File: config.mk
export PLATFORM = sky130hd
export DESIGN_NAME = pulse_stretcher
export DESIGN_NICKNAME = d
export VERILOG_FILES = /design/src/rtl/pulse_stretcher_pkg.sv /design/src/rtl/event_counter.sv /design/src/rtl/pulse_stretcher.sv
export SDC_FILE = /design/constraint.sdc
export NUM_CORES = 1
export LEC_CHECK = 0
export ABC_AREA = 1
export CAP_MARGIN = 20
export CORE_MARGIN = 8
export CORE_UTILIZATION = 49
export DETAILED_ROUTE_END_ITERATION = 12
export PLACE_DENSITY = 0.79
export SYNTH_ARGS = -nofsm -noshare
export SYNTH_HDL_FRONTEND = slang
export SYNTH_SLANG_ARGS = --single-unit
File: constraint.sdc
create_clock -name CLK -period 3.05 [get_ports CLK]
set_input_delay 0.61 -clock CLK [delete_from_list [all_inputs] [get_ports CLK]]
set_output_delay 0.61 -clock CLK [all_outputs]
set_load 0.01 [all_outputs]
File: src/rtl/pulse_stretcher_pkg.sv
// Shared definitions for the output pulse stretcher and the event counters
// that feed it.
package pulse_stretcher_pkg;

  typedef enum logic [1:0] {
    ST_IDLE = 2'd0,
    ST_ON   = 2'd1,
    ST_OFF  = 2'd2
  } state_t;

  localparam int TICK_W = 8;

  // Default high/guard lengths used by the LED and relay instances.
  localparam int DEF_ON_TICKS  = 5;
  localparam int DEF_OFF_TICKS = 5;

endpackage

File: src/rtl/event_counter.sv
// Saturating up/down event counter; reports a dropped increment on ovf_set.
module event_counter #(
  parameter int CNT_W = 4
) (
  input  logic             CLK,
  input  logic             RESET,
  input  logic             inc,
  input  logic             dec,
  output logic [CNT_W-1:0] count,
  output logic             ovf_set
);

  localparam logic [CNT_W-1:0] CNT_MAX = '1;

  // Simultaneous inc and dec cancel, so a full counter can still accept one.
  assign ovf_set = inc && !dec && (count == CNT_MAX);

  always_ff @(posedge CLK or posedge RESET) begin
    if (RESET) begin
      count <= '0;
    end else if (inc && !dec && (count != CNT_MAX)) begin
      count <= count + CNT_W'(1);
    end else if (dec && !inc && (count != '0)) begin
      count <= count - CNT_W'(1);
    end
  end

endmodule

File: src/rtl/pulse_stretcher.sv
// Turns one-cycle events into clean high/low pulses timed in PULSE_5MS ticks;
// events arriving while busy are queued in a saturating counter.
module pulse_stretcher
  import pulse_stretcher_pkg::*;
#(
  parameter int ON_TICKS  = DEF_ON_TICKS,
  parameter int OFF_TICKS = DEF_OFF_TICKS,
  parameter int CNT_W     = 4
) (
  input  logic              CLK,
  input  logic              RESET,
  input  logic              PULSE_5MS,
  input  logic              EVENT,
  input  logic              CLEAR_OVF,
  output logic              OUT_LEVEL,
  output logic              BUSY,
  output logic [CNT_W-1:0]  PENDING,
  output logic              OVERFLOW,
  output state_t            STATE_DBG,
  output logic [TICK_W-1:0] TICK_DBG
);

  // EVENT is a fire-and-forget strobe: every high cycle is one request, there
  // is no ready; requests beyond the queue depth are dropped and flagged.
  localparam logic [TICK_W-1:0] ON_LAST  = TICK_W'(ON_TICKS - 1);
  localparam logic [TICK_W-1:0] OFF_LAST = TICK_W'(OFF_TICKS - 1);

  state_t              state_q, state_d;
  logic [TICK_W-1:0]   tick_q, tick_d;
  logic                out_d;
  logic                dec;
  logic                ovf_set;

  assign dec       = (state_q == ST_IDLE) && (PENDING != '0);
  assign BUSY      = (state_q != ST_IDLE);
  assign STATE_DBG = state_q;
  assign TICK_DBG  = tick_q;

  event_counter #(.CNT_W(CNT_W)) u_event_counter (
    .CLK     (CLK),
    .RESET   (RESET),
    .inc     (EVENT),
    .dec     (dec),
    .count   (PENDING),
    .ovf_set (ovf_set)
  );

  always_ff @(posedge CLK or posedge RESET) begin
    if (RESET) begin
      OVERFLOW <= 1'b0;
    end else if (ovf_set) begin
      OVERFLOW <= 1'b1;
    end else if (CLEAR_OVF) begin
      OVERFLOW <= 1'b0;
    end
  end

  always_ff @(posedge CLK or posedge RESET) begin
    if (RESET) begin
      state_q   <= ST_IDLE;
      tick_q    <= '0;
      OUT_LEVEL <= 1'b0;
    end else begin
      state_q   <= state_d;
      tick_q    <= tick_d;
      OUT_LEVEL <= out_d;
    end
  end

  always_comb begin
    state_d = state_q;
    tick_d  = tick_q;
    out_d   = OUT_LEVEL;
    case (state_q)
      ST_IDLE: begin
        // Ticks are ignored here so a new pulse always starts at tick 0.
        if (dec) begin
          state_d = ST_ON;
          out_d   = 1'b1;
          tick_d  = '0;
        end
      end
      ST_ON: begin
        if (PULSE_5MS) begin
          if (tick_q == ON_LAST) begin
            state_d = ST_OFF;
            out_d   = 1'b0;
            tick_d  = '0;
          end else begin
            tick_d = tick_q + TICK_W'(1);
          end
        end
      end
      ST_OFF: begin
        out_d = 1'b0;
        if (PULSE_5MS) begin
          if (tick_q == OFF_LAST) begin
            state_d = ST_IDLE;
            tick_d  = '0;
          end else begin
            tick_d = tick_q + TICK_W'(1);
          end
        end
      end
      default: begin
        state_d = ST_IDLE;
        out_d   = 1'b0;
        tick_d  = '0;
      end
    endcase
  end

endmodule

==> impl_metrics.csv <==
group,metric,value,unit
run_status,status,"completed",
drt,drtIter0Drc,37,
drt,drt_wl_total,2.35,mm
clock_tree,cts_hold_buf,0,
clock_tree,clockBufferDepth,2,
drt,via_per_inst,5.08,
worst_hold_path,hold_class,"flip-flop to flip-flop",
pwr,switchingPower,577,uW
drt,wl_per_cell,12.9,um
placement,placed_cells,179,
synth,syn-cell-area,0.00106,mm2
placement,pre_cts_ws,0.788,ns
clock_tree,post-cts-setup-buffer-count,0,
layout,fillers,192,
drt,antenna_left,0,
setup_path,worst-setup-path-type,"flip-flop to primary output",
pwr,p_comb_share,60.9,%
run,maxCapViolations,0,
clock_tree,cts_tree,"done",
setup_path,worst_path_max_delay_cell,"clkdlybuf4s50_1",
sta,fin_hold_ws,0.528,ns
sta,drv_slew,0,
clock_tree,htree_levels,1,
clock_tree,cts_sinks,16,
synth,yosysWarnings,0,
global_route,grt_max_degree,17,
global_route,track_usage,12.8,%
die,core-area,0.00213,mm2
sta,tightestPinTransition,0.628,ns
setup_path,crit_buf_inv,3,
sta,fin_skew,0.00110,ns
pwr,p_leak,0.639,nW
clock_tree,clock_latency,0.29,ns
drt,dr.pass1.iters,4,
layout,diodes,0,
setup_path,cpMostUsedCell,"inv_1",
setup_path,slowest_delay,0.53,ns
clock_tree,cts_root_buf,"clkbuf_4",
clock_tree,clk_pin_slew,0.09,ns
synth,synth.most_common_cell,"nand2_1",
die,die_w,62.6,um
placement,port_buffers,21,
global_route,grt_pass1_wl,4.17,mm
sta,fmax,0.429,GHz
layout,drive_gt1_share,9.09,%
setup_path,cp-end-kind,"primary output",
sta,hold_violations,0,
setup_path,critical_path.cell_chain,"inv_1 -> ha_1 -> inv_1 -> clkdlybuf4s50_1",
synth,post_synth.cell_area_avg,8.11,um2
sta,finalCritPeriodShare,76.3,%
drt,vias,924,
setup_path,crit_fanout,5,
synth,synth_nets,146,
pwr,peakVddDrop,0.620,mV
synth,synth-async-reset-ratio,100,%
pwr,clkPwrFrac,9.2,%
sta,worst_slack,0.722,ns
setup_path,required,2.44,ns
synth,yosys.area.top_type,"dfrtp_1",
clock_tree,cts_resized,0,
synth,synth_seq_cells,16,
clock_tree,cts_buffers,3,
sta,slew_headroom,58.1,%
setup_path,cp-start-kind,"flip-flop",
setup_path,critical_path_arrival,1.72,ns
layout,layout.cells.non_filler,182,
synth,yosysUniqueCellTypes,26,
synth,syn_inst,131,
pwr,p_int,657,uW
die,start_util,49.9,%
die,die_height,62.6,um
synth,synth_edf_count,0,
placement,hpwlAfterDp,1.84,mm
die,ios,22,
setup_path,crit_family,"buffers and inverters",
die,die_area,0.00391,mm2
sta,fin_setup_tns,0,ns
synth,yosysSeqAreaShare,37.7,%
placement,gp_congestion,0.863,
synth,synth_area_leaders,"dfrtp_1 (38%), nand2_1 (13%), ha_1 (11%), inv_1 (6.4%), nand3_1 (5.2%)",
drt,drcViolationCount,0,
global_route,antenna_found_initial,0,
sta,final-setup-viol-count,0,
sta,post-route-min-period,2.33,ns
layout,syn_to_final_growth,24.5,%
die,fp-row-count,17,
synth,ys.flop_type,"dfrtp_1",
global_route,grt-ovfl-total,0,
layout,layout.nets,171,
synth,yosys.area.top_type_share,37.7,%
pwr,p_seq_share,29.8,%
sta,grt_setup_unrepaired,"false",
global_route,grt_pass1_vias,938,
pwr,swShare,46.8,%
synth,synth_common_cells,"nand2_1 (36), inv_1 (18), dfrtp_1 (16)",
pwr,power_density,932,mW/mm2
stage by stage:
stage	instance area (um2)	utilization [%]	total power [mW]
finish	1320	62.2	1.23
global route	1320	62.2	1.35
global placement	1300	61.1	1.08
detailed placement	1300	61.1	1.12
floorplan	1060	-	0.861
CTS	1320	62.2	1.24
worst min-delay path, cell delays in order, from the launching register on:
cell and delay, ns:
dfrtp_1 0.36, nand2_1 0.05, o21ai_1 0.08
area by class of cell:
cell class	count	area [um2]	area share, %
inverter	20	80.1	6.05
sequential	16	400	30.3
tap	28	35.0	2.65
multi-input combinational	94	574	43.4
clock buffer	3	22.5	1.70
timing repair buffer	21	210	15.9
placed cells by master, fill, tap and decap left out:
| master | synthesis | final |
|---|---|---|
| nand2_1 | 36 | 36 |
| clkdlybuf4s50_1 | 0 | 21 |
| inv_1 | 18 | 18 |
| dfrtp_1 | 16 | 16 |
| nand3_1 | 11 | 11 |
| ha_1 | 9 | 9 |
| nand4_1 | 7 | 7 |
| o21ai_0 | 6 | 6 |
| nor2_1 | 4 | 4 |
| clkbuf_4 | 0 | 3 |
| nand2_2 | 2 | 2 |
| nand3_2 | 2 | 2 |
| a21oi_1 | 2 | 2 |
| nor3_2 | 2 | 2 |
| xor2_1 | 2 | 2 |
| o21ai_1 | 2 | 2 |
| nor2_2 | 1 | 1 |
| nand3b_1 | 1 | 1 |
| xnor2_1 | 1 | 1 |
| o21ai_4 | 1 | 1 |
| inv_2 | 1 | 1 |
| o211ai_1 | 1 | 1 |
| inv_6 | 1 | 1 |
| o22ai_1 | 1 | 1 |
| a22oi_2 | 1 | 1 |
| a21o_1 | 1 | 1 |
| fa_1 | 1 | 1 |
cells by family after synthesis:
logic type | count (synthesis) | share of synthesized area [%]
AND/OR/NAND/NOR | 66 | 29.7
buffers and inverters | 21 | 8.24
flip-flops | 16 | 37.7
AO/OA/AOI/OAI | 15 | 9.42
adder cells (fa/ha/maj) | 10 | 12.5
XOR/XNOR | 3 | 2.47
final timing paths:
path,from,end,slack [ns],depth (start not counted)
min,OUT_LEVEL,OUT_LEVEL,0.53,2
max reg2reg,STATE_DBG[0],u_event_counter.count[3],1.04,12
min reg2reg,OUT_LEVEL,OUT_LEVEL,0.53,2
min in group asynchronous,RESET,TICK_DBG[1],0.70,2
max in group asynchronous,RESET,u_event_counter.count[3],1.95,2
max,STATE_DBG[0],BUSY,0.72,4
routing by layer:
layer | vias up | track usage (%) | share of wire, %
li1 | 477 | - | -
met1 | 426 | 13.3 | 41
met2 | 19 | 22.9 | 52
met3 | 2 | 3.58 | 5.6
met4 | 0 | 6.84 | 1.1
met5 | - | 0 | 0
state kept, by name, indices dropped and copies added (netlist names):
| name | count |
|---|---|
| OUT_LEVEL | 1 |
| OVERFLOW | 1 |
| STATE_DBG | 2 |
| TICK_DBG | 8 |
| u_event_counter.count | 4 |
power by group through the flow:
stage / clock [mW] / combinational, mW / sequential [mW]
after floorplan: 0 / 0.476 / 0.385
final: 0.114 / 0.752 / 0.368
after CTS: 0.116 / 0.756 / 0.368
after global routing: 0.122 / 0.852 / 0.380
after global placement: 0 / 0.709 / 0.369
after detailed placement: 0 / 0.751 / 0.372
Note: power is estimated with default switching activity, not from simulation.
